==> src/rtl/hazard_control.sv <==
// Pipeline sequencing controller: load-use stalls, branch squash, halt/drain, event counters.
// Latency: control outputs are combinational (Mealy) from state and inputs; state/counters update on the next edge.
// Backpressure: freezes PC and IF/ID during stall/drain/halt; branch flush overrides stall and drain.
module hazard_control #(
    parameter int STALL_CYCLES = 1,
    parameter int DRAIN_CYCLES = 4,
    parameter int CNT_W        = 16
) (
    input  logic             clk,
    input  logic             rst_n,
    input  logic [4:0]       IF_ID_rs,
    input  logic [4:0]       IF_ID_rt,
    input  logic             IF_ID_uses_rt,
    input  logic             ID_EX_memread,
    input  logic [4:0]       ID_EX_rt,
    input  logic             EX_MEM_PCSrc,
    input  logic             halt_req,
    output logic             pc_write,
    output logic             if_id_write,
    output logic             id_ex_bubble,
    output logic             if_id_flush,
    output logic             id_ex_flush,
    output logic             ex_mem_flush,
    output logic             halted,
    output logic [CNT_W-1:0] stall_count,
    output logic [CNT_W-1:0] flush_count
);

    typedef enum logic [1:0] {RUN, STALL, DRAIN, HALT} state_t;

    // The first stalled cycle is spent in RUN, so STALL only covers the remainder.
    localparam int          STALL_RELOAD_I = (STALL_CYCLES > 1) ? (STALL_CYCLES - 2) : 0;
    localparam int          DRAIN_RELOAD_I = DRAIN_CYCLES - 1;
    localparam logic [3:0]  STALL_RELOAD   = STALL_RELOAD_I[3:0];
    localparam logic [3:0]  DRAIN_RELOAD   = DRAIN_RELOAD_I[3:0];

    state_t           state_q, state_d;
    logic [3:0]       cnt_q, cnt_d;
    logic [CNT_W-1:0] stall_count_q, stall_count_d;
    logic [CNT_W-1:0] flush_count_q, flush_count_d;
    logic             haz;
    logic             stall_inc;
    logic             flush_inc;

    // Load-use hazard: a load in ID/EX writes a register the IF/ID instruction reads ($0 excluded).
    always_comb begin
        haz = ID_EX_memread && (ID_EX_rt != 5'd0) &&
              ((ID_EX_rt == IF_ID_rs) || (IF_ID_uses_rt && (ID_EX_rt == IF_ID_rt)));
    end

    // Next-state and Mealy outputs; priority is reset, branch flush, halt request, hazard.
    always_comb begin
        state_d      = state_q;
        cnt_d        = cnt_q;
        stall_inc    = 1'b0;
        flush_inc    = 1'b0;
        pc_write     = 1'b1;
        if_id_write  = 1'b1;
        id_ex_bubble = 1'b0;
        if_id_flush  = 1'b0;
        id_ex_flush  = 1'b0;
        ex_mem_flush = 1'b0;
        halted       = 1'b0;
        if (!rst_n) begin
            pc_write     = 1'b0;
            if_id_write  = 1'b0;
            id_ex_bubble = 1'b1;
            if_id_flush  = 1'b1;
            id_ex_flush  = 1'b1;
            ex_mem_flush = 1'b1;
            state_d      = RUN;
            cnt_d        = 4'd0;
        end else if (state_q == HALT) begin
            // Pipeline is empty: a stale branch resolution has nothing to squash.
            halted       = 1'b1;
            pc_write     = 1'b0;
            if_id_write  = 1'b0;
            id_ex_bubble = 1'b1;
            if (!halt_req) begin
                state_d = RUN;
            end
        end else if (EX_MEM_PCSrc) begin
            if_id_flush  = 1'b1;
            id_ex_flush  = 1'b1;
            ex_mem_flush = 1'b1;
            flush_inc    = 1'b1;
            if ((state_q == DRAIN) && halt_req) begin
                // Branch target was just fetched; restart the drain window behind it.
                state_d = DRAIN;
                cnt_d   = DRAIN_RELOAD;
            end else begin
                state_d = RUN;
                cnt_d   = 4'd0;
            end
        end else begin
            case (state_q)
                DRAIN: begin
                    pc_write     = 1'b0;
                    if_id_write  = 1'b0;
                    id_ex_bubble = 1'b1;
                    if (!halt_req) begin
                        state_d = RUN;
                        cnt_d   = 4'd0;
                    end else if (cnt_q == 4'd0) begin
                        state_d = HALT;
                    end else begin
                        cnt_d = cnt_q - 4'd1;
                    end
                end
                RUN, STALL: begin
                    if (halt_req) begin
                        pc_write     = 1'b0;
                        if_id_write  = 1'b0;
                        id_ex_bubble = 1'b1;
                        state_d      = DRAIN;
                        cnt_d        = DRAIN_RELOAD;
                    end else if (state_q == STALL) begin
                        pc_write     = 1'b0;
                        if_id_write  = 1'b0;
                        id_ex_bubble = 1'b1;
                        stall_inc    = 1'b1;
                        if (cnt_q == 4'd0) begin
                            state_d = RUN;
                        end else begin
                            cnt_d = cnt_q - 4'd1;
                        end
                    end else if (haz) begin
                        pc_write     = 1'b0;
                        if_id_write  = 1'b0;
                        id_ex_bubble = 1'b1;
                        stall_inc    = 1'b1;
                        if (STALL_CYCLES > 1) begin
                            state_d = STALL;
                            cnt_d   = STALL_RELOAD;
                        end
                    end
                end
                default: begin
                    state_d = RUN;
                    cnt_d   = 4'd0;
                end
            endcase
        end
    end

    // Saturating event counters: hold at all-ones instead of wrapping.
    always_comb begin
        stall_count_d = stall_count_q;
        flush_count_d = flush_count_q;
        if (stall_inc && (stall_count_q != {CNT_W{1'b1}})) begin
            stall_count_d = stall_count_q + CNT_W'(1);
        end
        if (flush_inc && (flush_count_q != {CNT_W{1'b1}})) begin
            flush_count_d = flush_count_q + CNT_W'(1);
        end
    end

    // State, down-counter and event counters with synchronous active-low reset.
    always_ff @(posedge clk) begin
        if (!rst_n) begin
            state_q       <= RUN;
            cnt_q         <= 4'd0;
            stall_count_q <= '0;
            flush_count_q <= '0;
        end else begin
            state_q       <= state_d;
            cnt_q         <= cnt_d;
            stall_count_q <= stall_count_d;
            flush_count_q <= flush_count_d;
        end
    end

    assign stall_count = stall_count_q;
    assign flush_count = flush_count_q;

endmodule

==> config.mk <==
export PLATFORM = sky130hd
export DESIGN_NAME = hazard_control
export DESIGN_NICKNAME = d
export VERILOG_FILES = /design/src/rtl/hazard_control.sv
export SDC_FILE = /design/constraint.sdc
export NUM_CORES = 1
export LEC_CHECK = 0
export ABC_AREA = 1
export CAP_MARGIN = 10
export CORE_MARGIN = 4
export CORE_UTILIZATION = 54
export CTS_CLUSTER_DIAMETER = 50
export DETAILED_ROUTE_END_ITERATION = 10
export GPL_TIMING_DRIVEN = 0
export PLACE_DENSITY = 0.89
export SETUP_SLACK_MARGIN = 0.2
export SLEW_MARGIN = 25
export SYNTH_ARGS = -nofsm -noshare
export SYNTH_HDL_FRONTEND = slang
export SYNTH_SLANG_ARGS = --single-unit
==> constraint.sdc <==
create_clock -name clk -period 3.25 [get_ports clk]
set_clock_uncertainty 0.05 [all_clocks]
set_input_delay 0.325 -clock clk [delete_from_list [all_inputs] [get_ports clk]]
set_output_delay 0.325 -clock clk [all_outputs]
set_load 0.02 [all_outputs]
# Word level (Yosys, flattened, before mapping)
# Index checks and enable logic that the tools add are counted.
dict set report totals {
  register_bits 38
  in_bits 21
  output_inout_bits 39
  elab_cells 75
}
dict set report classes {
  n_addsub 3
  n_eq_ne 12
  muxes 42
  bitwise 1
  reduce_logical 13
}
# op n
set ops {}
lappend ops {{$add A16 B1 Y16 const B} 2}
lappend ops {{$ne A16 B16 Y1 const B} 2}
lappend ops {{$mux W1} 23}
lappend ops {{$mux W2} 10}
lappend ops {{$mux W4} 5}
lappend ops {{$eq A5 B5 Y1} 2}
lappend ops {{$ne A5 B5 Y1 const B} 2}
lappend ops {{$pmux W4 S2} 1}
lappend ops {{$logic_and A1 B1 Y1} 6}
lappend ops {{$reduce_bool A5 Y1} 1}
lappend ops {{$eq A2 B2 Y1 const B} 2}
lappend ops {{$logic_not A4 Y1} 1}
lappend ops {{$ne A4 B3 Y1 const B} 1}
lappend ops {{$ne A4 B4 Y1 const B} 1}
lappend ops {{$pmux W1 S2} 2}
lappend ops {{$pmux W2 S2} 1}
lappend ops {{$reduce_and A4 Y1} 1}
lappend ops {{$sub A4 B1 Y4 const B} 1}
lappend ops {{$eq A2 B1 Y1 const B} 1}
lappend ops {{$logic_not A2 Y1} 1}
lappend ops {{$ne A2 B2 Y1 const B} 1}
lappend ops {{$reduce_and A2 Y1} 1}
lappend ops {{$reduce_or A2 Y1} 1}
lappend ops {{$logic_or A1 B1 Y1} 1}
lappend ops {{$not A1 Y1} 1}

# Logic depth before layout (Yosys ltp)
# Gate-level depths: netlist of the first run.
dict set report logic_depth {
  ltp_word 12
  depth_mapped 12
  depth_no_buf 11
}

# Worst setup path before layout of the first run
# OpenSTA, ideal clock, no wires.
dict set report synth_timing {
  path_kind {register to register}
  start {reg flush_count_q[1] (netlist: flush_count[1])}
  end {reg flush_count_q[3] (netlist: flush_count[3])}
  setup_ns 0.132
  arrival_ns 1.560
  t_required_ns 3.068
  setup_slack_ns 1.508
  path_stages_with_launch 10
  n_path_buf 1
  period_less_slack_ns 1.742
  path_cell_list {dfxtp_1 > ha_1 > nand3_1 > nor2_1 > nand3_1 > nand2_2 > buf_2 > nor2_1 > o21ai_1 > a21oi_1}
}
dict set report synth_via {
  elab_chain_len 2
  word_cells_on_any_way 3
  classes_between {add/sub: 1; eq/ne: 1; reduce/logical: 1}
}
# item line
set synth_rtl {}
lappend synth_rtl {{start: declaration} 40} ;# logic [CNT_W-1:0] flush_count_q, flush_count_d;
lappend synth_rtl {{start signal: assignment} 169} ;# flush_count_q <= flush_count_d;
lappend synth_rtl {{parallel branches: the longest is 2 deep, another holds $add A16 B1 Y16} --}
# Several ways; the timed one is not identified.
# A chain may end at the register's enable or synchronous reset.

# Worst setup path in the final report of the first run
dict set report layout_timing {
  start {in rst_n}
  end {out if_id_flush}
}
dict set report layout_via {
  elab_chain_len 1
}
# item line
set layout_rtl {}
lappend layout_rtl {{start: declaration} 10} ;# input logic rst_n,
lappend layout_rtl {{$mux W1} 64} ;# if (!rst_n) begin
lappend layout_rtl {{end: declaration} 21} ;# output logic if_id_flush,
# No other way between the ends.

==> reports/metrics.cfg, run 1 <==
[sta]
layout_min_cycle_time_ns = 2.784
clock.fmax_ghz = 0.3593
hold_violations = 0
setup_viol = 0
drv_slew = 0
fin_tns_setup_ns = 0
fin_ws_ns = 0.4665
grt_setup_unrepaired = false
slew_headroom_pct = 53.41
period_share_pct = 85.65
tightest_slew_ns = 0.6988

[global_route]
use_met1_pct = 25.86
grt_pass1_wl_um = 10450
overflow = 0
gr-usage-met2_pct = 36.47
grt_start_max_net_pins = 14
grt_pass1_vias = 2400
busiest_layer = met2
use_met3_pct = 6.161
antenna_found_initial = 0
grt_use_total_pct = 21.11

[route]
first_iter_violations = 155
num_vias = 2623
ant_nets = 0
drc = 0
firstDrtPassIters = 4
viasPerCell = 5.184
finalWirelength_um = 6072
wl_per_cell_um = 12.00

[clock_network]
post_cts_buffers = 0
path_clk_slew_ns = 0.08
cts_buffers = 5
holdBufCountCts = 0
root_buffer = clkbuf_8
tritoncts = done
clock_path_buffers = 2
worstSkewPairLatency_ns = 0.30
cts-resized-gates = 0
cts_sinks = 38
cts_max_level = 2

[finish]
stdcell_area_mm2 = 0.003287
layout_common_cells = nand2_1 (107), clkdlybuf4s50_1 (59), inv_1 (44), dfxtp_1 (38), nand3_1 (35)
areaGrowthSynthToFinish_pct = 31.81
fin_nets = 477
final_cells = 506
n_antenna_cell = 0
final_common_cell = nand2_1
drive_above_1_share_pct = 10.79

[yosys]
yosys-top-cells-area = dfxtp_1 (31%), nand2_1 (16%), nand3_1 (7.0%)
syn_area_mm2 = 0.002494
synth_compound_area_share_pct = 14.05
synthAdderAreaFrac_pct = 1.505
yosys.area.top_type = dfxtp_1
yosys.area_share.simple_pct = 36.83
synth_seq_cells = 38
yosys_warnings = 0
synth_top_area_share_pct = 30.51
syn_nets = 411
synth_xor_xnor_area_share_pct = 5.971
synth.distinct_cells = 35
synthCells = 387
ys_seq_area_share_pct = 30.51
syn_avg_cell_area_um2 = 6.444
synth_mux_area_share_pct = 0
synth_top_family_by_area = simple AND/OR/NAND/NOR gates

[setup_path]
critical_path.max_fanout = 10
path_cells = clkdlybuf4s50_1 > clkbuf_1 > o21ai_0 > buf_4 > clkdlybuf4s50_1
cp_num_buf_inv = 4
endpoint_kind = output port
cp_common_cell = clkdlybuf4s50_1
crit_arrival_ns = 2.41
critical_path.top_delay_family = buffers and inverters
crit_type = primary input to output port
cpPeakStageDelay_ns = 0.66
crit_path_top_delay_cell = clkdlybuf4s50_1
start_kind = primary input
required_ns = 2.87

[power_and_ir_drop]
p_leak_uw = 0.001341
ir_drop_uv = 378.6
pwr_density_cell_mw_per_mm2 = 373.0

[die]
die-area_mm2 = 0.005769
io_pins = 60
die_h_um = 75.96
start_util_pct = 56.49
rows = 24
die_width_um = 75.96
core_area_mm2 = 0.004414

[placement]
place_hpwl_um = 4595
dp_cells = 498
portBuffers = 59
gp_congestion = 0.8973
post-place-ws_ns = 0.4447
dpl_cell_area_mm2 = 0.003149

[run]
cap_viol_max_count = 0

[run_status]
status = completed

[hold_path]
hold_path.class = flop to flop

[final timing paths]
kind	from	endpoint	slack, ns	cells after the start
min reg2reg	stall_count[1]	stall_count[1]	0.45	2
max reg2reg	stall_count[0]	stall_count[10]	1.38	9
min	stall_count[1]	stall_count[1]	0.45	2
max	rst_n	if_id_flush	0.47	5
[final cells by class]
type	count	area (um^2)
clock buffers	5	68.82
inverters	56	210.2
clock inverters	3	68.82
multi-input cells	282	1455
well taps	52	65.06
repair buffers	59	590.6
flip-flops and latches	38	760.7
plain buffers	11	67.56
fillers	361	1127
[layer usage]
metal  wire, um  up-vias
li1           -     1370
met1       2677     1183
met2       3010       64
met3        310        6
met4         73        0
met5          0        -
[worst register-to-register path: stages (launching register included)]
cell     delay, ns
dfxtp_1       0.36
ha_1          0.23
nand2_1       0.10
inv_1         0.07
nand2_4       0.11
nor2_8        0.05
a31oi_4       0.29
buf_4         0.25
nand3_1       0.12
a21oi_2       0.16
[through the flow]
step | power [uW] | hold slack (ns) | utilization [%]
detailed placement | 745.9 | 0.4407 | 71.34
global placement | 737.0 | 0.4358 | 71.34
floorplan | 660.9 | 0.4134 | -
global route | 1287 | 0.4784 | 74.46
finish | 1226 | 0.4493 | 74.46
CTS | 1235 | 0.4527 | 74.46
[report_power, final]
group	leakage (uW)	internal, uW	switching, uW	total [uW]
clock	0.0000683	308	181	489
sequential	0.000307	481	14.0	495
combinational	0.000965	99.0	142	241
total	0.00134	888	338	1230
[synthesized netlist by cell type]
library cell,count
nand2_1,107
inv_1,44
dfxtp_1,38
nand3_1,35
nor2_1,34
a21oi_1,20
xor2_1,12
inv_2,11
nor3_1,11
a21oi_2,10
o21ai_0,9
o21ai_1,8
nand4_1,5
xnor2_1,5
buf_4,4
a211oi_1,3
a31oi_1,3
buf_2,3
ha_1,3
nand2_2,3
clkbuf_1,2
nand2_4,2
nor2_2,2
nor2_4,2
a221oi_1,1
a31oi_4,1
buf_1,1
buf_6,1
clkinv_1,1
nand3b_1,1
nor2_8,1
nor3_2,1
nor3b_1,1
nor4_1,1
o22ai_1,1
[state kept, by name, indices dropped and copies added, names as in the netlist]
| register | count |
|---|---|
| stall_count | 16 |
| flush_count | 16 |
| state_q | 2 |
| cnt_q | 4 |
[cells by family after synthesis]
| group | after synthesis |
|---|---|
| DFF | 38 |
| AOI/OAI and AO/OA | 56 |
| buffers and inverters | 67 |
| xor gates and xnor gates | 17 |
| adders and majority gates | 3 |
| and+or+nand+nor | 206 |
Power figures use the tool's default switching activity.
==> run 2: changes to the inputs <==
- CORE_UTILIZATION: 54 -> 42
- PLACE_DENSITY: 0.89 -> 0.72
==> run 2 against run 1 <==
Effect of this change: sequential cell count is the same; clock power down 29%; total power is 12% lower; via count down 1.1%; non-clock buffer count did not move; critical path type unchanged; critical endpoint is now halted.
==> reports/metrics.cfg, run 2 (synthesized netlist as in run 1, its figures left out) <==
[die]
die-area_mm2 = 0.007234  ; was 0.005769 mm^2
die_h_um = 85.06  ; was 75.96 um
start_util_pct = 44.20  ; was 56.49%
rows = 27  ; was 24
core_area_mm2 = 0.005642  ; was 0.004414 mm^2
io_pins = 60  ; unchanged
die_width_um = 85.06  ; was 75.96 um

[setup_path]
path_cells = clkdlybuf4s50_1 > inv_2 > buf_1 > nor2_1 > clkdlybuf4s50_1  ; was clkdlybuf4s50_1 > clkbuf_1 > o21ai_0 > buf_4 > clkdlybuf4s50_1
crit_path_top_delay_cell = clkdlybuf4s50_1  ; unchanged
critical_path.max_fanout = 10  ; unchanged
crit_type = primary input to output port  ; unchanged
required_ns = 2.87  ; about the same
critical_path.top_delay_family = buffers and inverters  ; unchanged
cp_common_cell = clkdlybuf4s50_1  ; unchanged
start_kind = primary input  ; unchanged
crit_arrival_ns = 2.43  ; was 2.41 ns
cpPeakStageDelay_ns = 0.58  ; was 0.66 ns
cp_num_buf_inv = 4  ; unchanged
endpoint_kind = output port  ; unchanged

[clock_network]
holdBufCountCts = 0  ; unchanged
clock_path_buffers = 2  ; unchanged
cts_max_level = 2  ; unchanged
root_buffer = clkbuf_8  ; unchanged
tritoncts = done  ; unchanged
cts_buffers = 5  ; unchanged
post_cts_buffers = 0  ; unchanged
cts-resized-gates = 0  ; unchanged
path_clk_slew_ns = 0.08  ; about the same
cts_sinks = 38  ; unchanged
worstSkewPairLatency_ns = 0.30  ; about the same

[sta]
fin_tns_setup_ns = 0  ; unchanged
period_share_pct = 86.28  ; was 85.65%
slew_headroom_pct = 53.73  ; was 53.41%
grt_setup_unrepaired = false  ; unchanged
layout_min_cycle_time_ns = 2.804  ; was 2.784 ns
drv_slew = 0  ; unchanged
tightest_slew_ns = 0.6940  ; was 0.6988 ns
hold-worst-slack_ns = 0.4511  ; was 0.4493 ns
hold_violations = 0  ; unchanged
setup_viol = 0  ; unchanged
clock.fmax_ghz = 0.3566  ; was 0.3593 GHz

[power_and_ir_drop]
seq_power_share_pct = 45.7  ; was 40.4%
power_uw = 1084  ; was 1226 uW
netSwitchingFraction_pct = 30.71  ; was 27.56%
p_leak_uw = 0.001320  ; was 0.001341 uW
share_comb_of_total_power_pct = 22.1  ; was 19.7%
ir_drop_uv = 171.2  ; was 378.6 uV
power.internal_uw = 751.0  ; was 888.1 uW
p_sw_uw = 332.8  ; was 337.9 uW
pwr-share-clk_pct = 32.2  ; was 39.9%
pwr_density_cell_mw_per_mm2 = 331.5  ; was 373.0 mW/mm^2

[hold_path]
hold_path.class = flop to flop  ; unchanged

[route]
ant_nets = 0  ; unchanged
viasPerCell = 4.933  ; was 5.184
first_iter_violations = 86  ; was 155
firstDrtPassIters = 4  ; unchanged
drc = 0  ; unchanged
wl_per_cell_um = 11.62  ; was 12.00 um
finalWirelength_um = 6114  ; was 6072 um
num_vias = 2595  ; was 2623

[global_route]
grt_use_total_pct = 17.20  ; was 21.11%
grt_pass1_vias = 2594  ; was 2400
grt_pass1_wl_um = 10530  ; was 10450 um
antenna_found_initial = 0  ; unchanged
grt_start_max_net_pins = 13  ; was 14
overflow = 0  ; unchanged

[placement]
place_hpwl_um = 4697  ; was 4595 um
gp_congestion = 0.8365  ; was 0.8973
portBuffers = 59  ; unchanged

[run]
cap_viol_max_count = 0  ; unchanged

[run_status]
status = completed  ; unchanged

[finish]
final_common_cell = nand2_1  ; unchanged
n_antenna_cell = 0  ; unchanged
layout_common_cells = nand2_1 (107), clkdlybuf4s50_1 (59), inv_1 (44), dfxtp_1 (38), nand3_1 (35)  ; unchanged
fin_nets = 477  ; unchanged
drive_above_1_share_pct = 10.79  ; unchanged
areaGrowthSynthToFinish_pct = 31.11  ; was 31.81%

run 2: cell types whose count changed in the layout (fill, tap and decap cells not counted), sizes merged:
cell      previous run  this run
bufinv               2         0
clkbuf               7         8
clkinvlp             0         1
run 2: layer usage:
| metal | wire length, um | GRT usage, % |
|---|---|---|
| met2 | 2940 | 31.29 |
| met1 | 2859 | 20.00 |
| met5 | 0 | 0 |
| met4 | 75 | 5.755 |
| met3 | 238 | 3.301 |
run 2: worst min-delay path: cells and delay by family (launching register included):
family	cells	cell delay (ns)
DFF	1	0.34
and+or+nand+nor	1	0.07
AOI/OAI and AO/OA	1	0.05
run 2: worst paths after layout:
path,startpoint,endpoint,slack (ns),cells after the start
hold reg to reg,flush_count[15],flush_count[15],0.45,2
hold / removal,flush_count[15],flush_count[15],0.45,2
setup / recovery,rst_n,halted,0.45,5
setup reg to reg,stall_count[0],stall_count[8],1.42,9
run 2: cell type report:
type,instances,area [um^2]
tap,72,90.09
fill,553,2372
sequential,38,760.7
clock inverter,2,12.51
clock buffer,6,82.58
timing repair buffer,59,590.6
buffer,11,67.56
inverter,56,210.2
multi-input combinational,282,1455
run 2: metrics by stage:
step	setup WS [ns]	instance area (um^2)	utilization [%]	std cells
2_1_floorplan	1.508	2494	-	387
3_3_place_gp	0.4367	3174	56.27	518
3_5_place_dp	0.4320	3174	56.27	518
4_1_cts	0.4198	3269	57.95	526
5_1_grt	0.3159	3269	57.95	526
6_report	0.4458	3269	57.95	526
run 2: power by group through the flow:
stage	registers, uW	logic [uW]	clock network, uW
2_1_floorplan	506	155	0
3_3_place_gp	506	235	0
3_5_place_dp	506	241	0
4_1_cts	495	242	358
5_1_grt	498	270	371
6_report	495	240	349
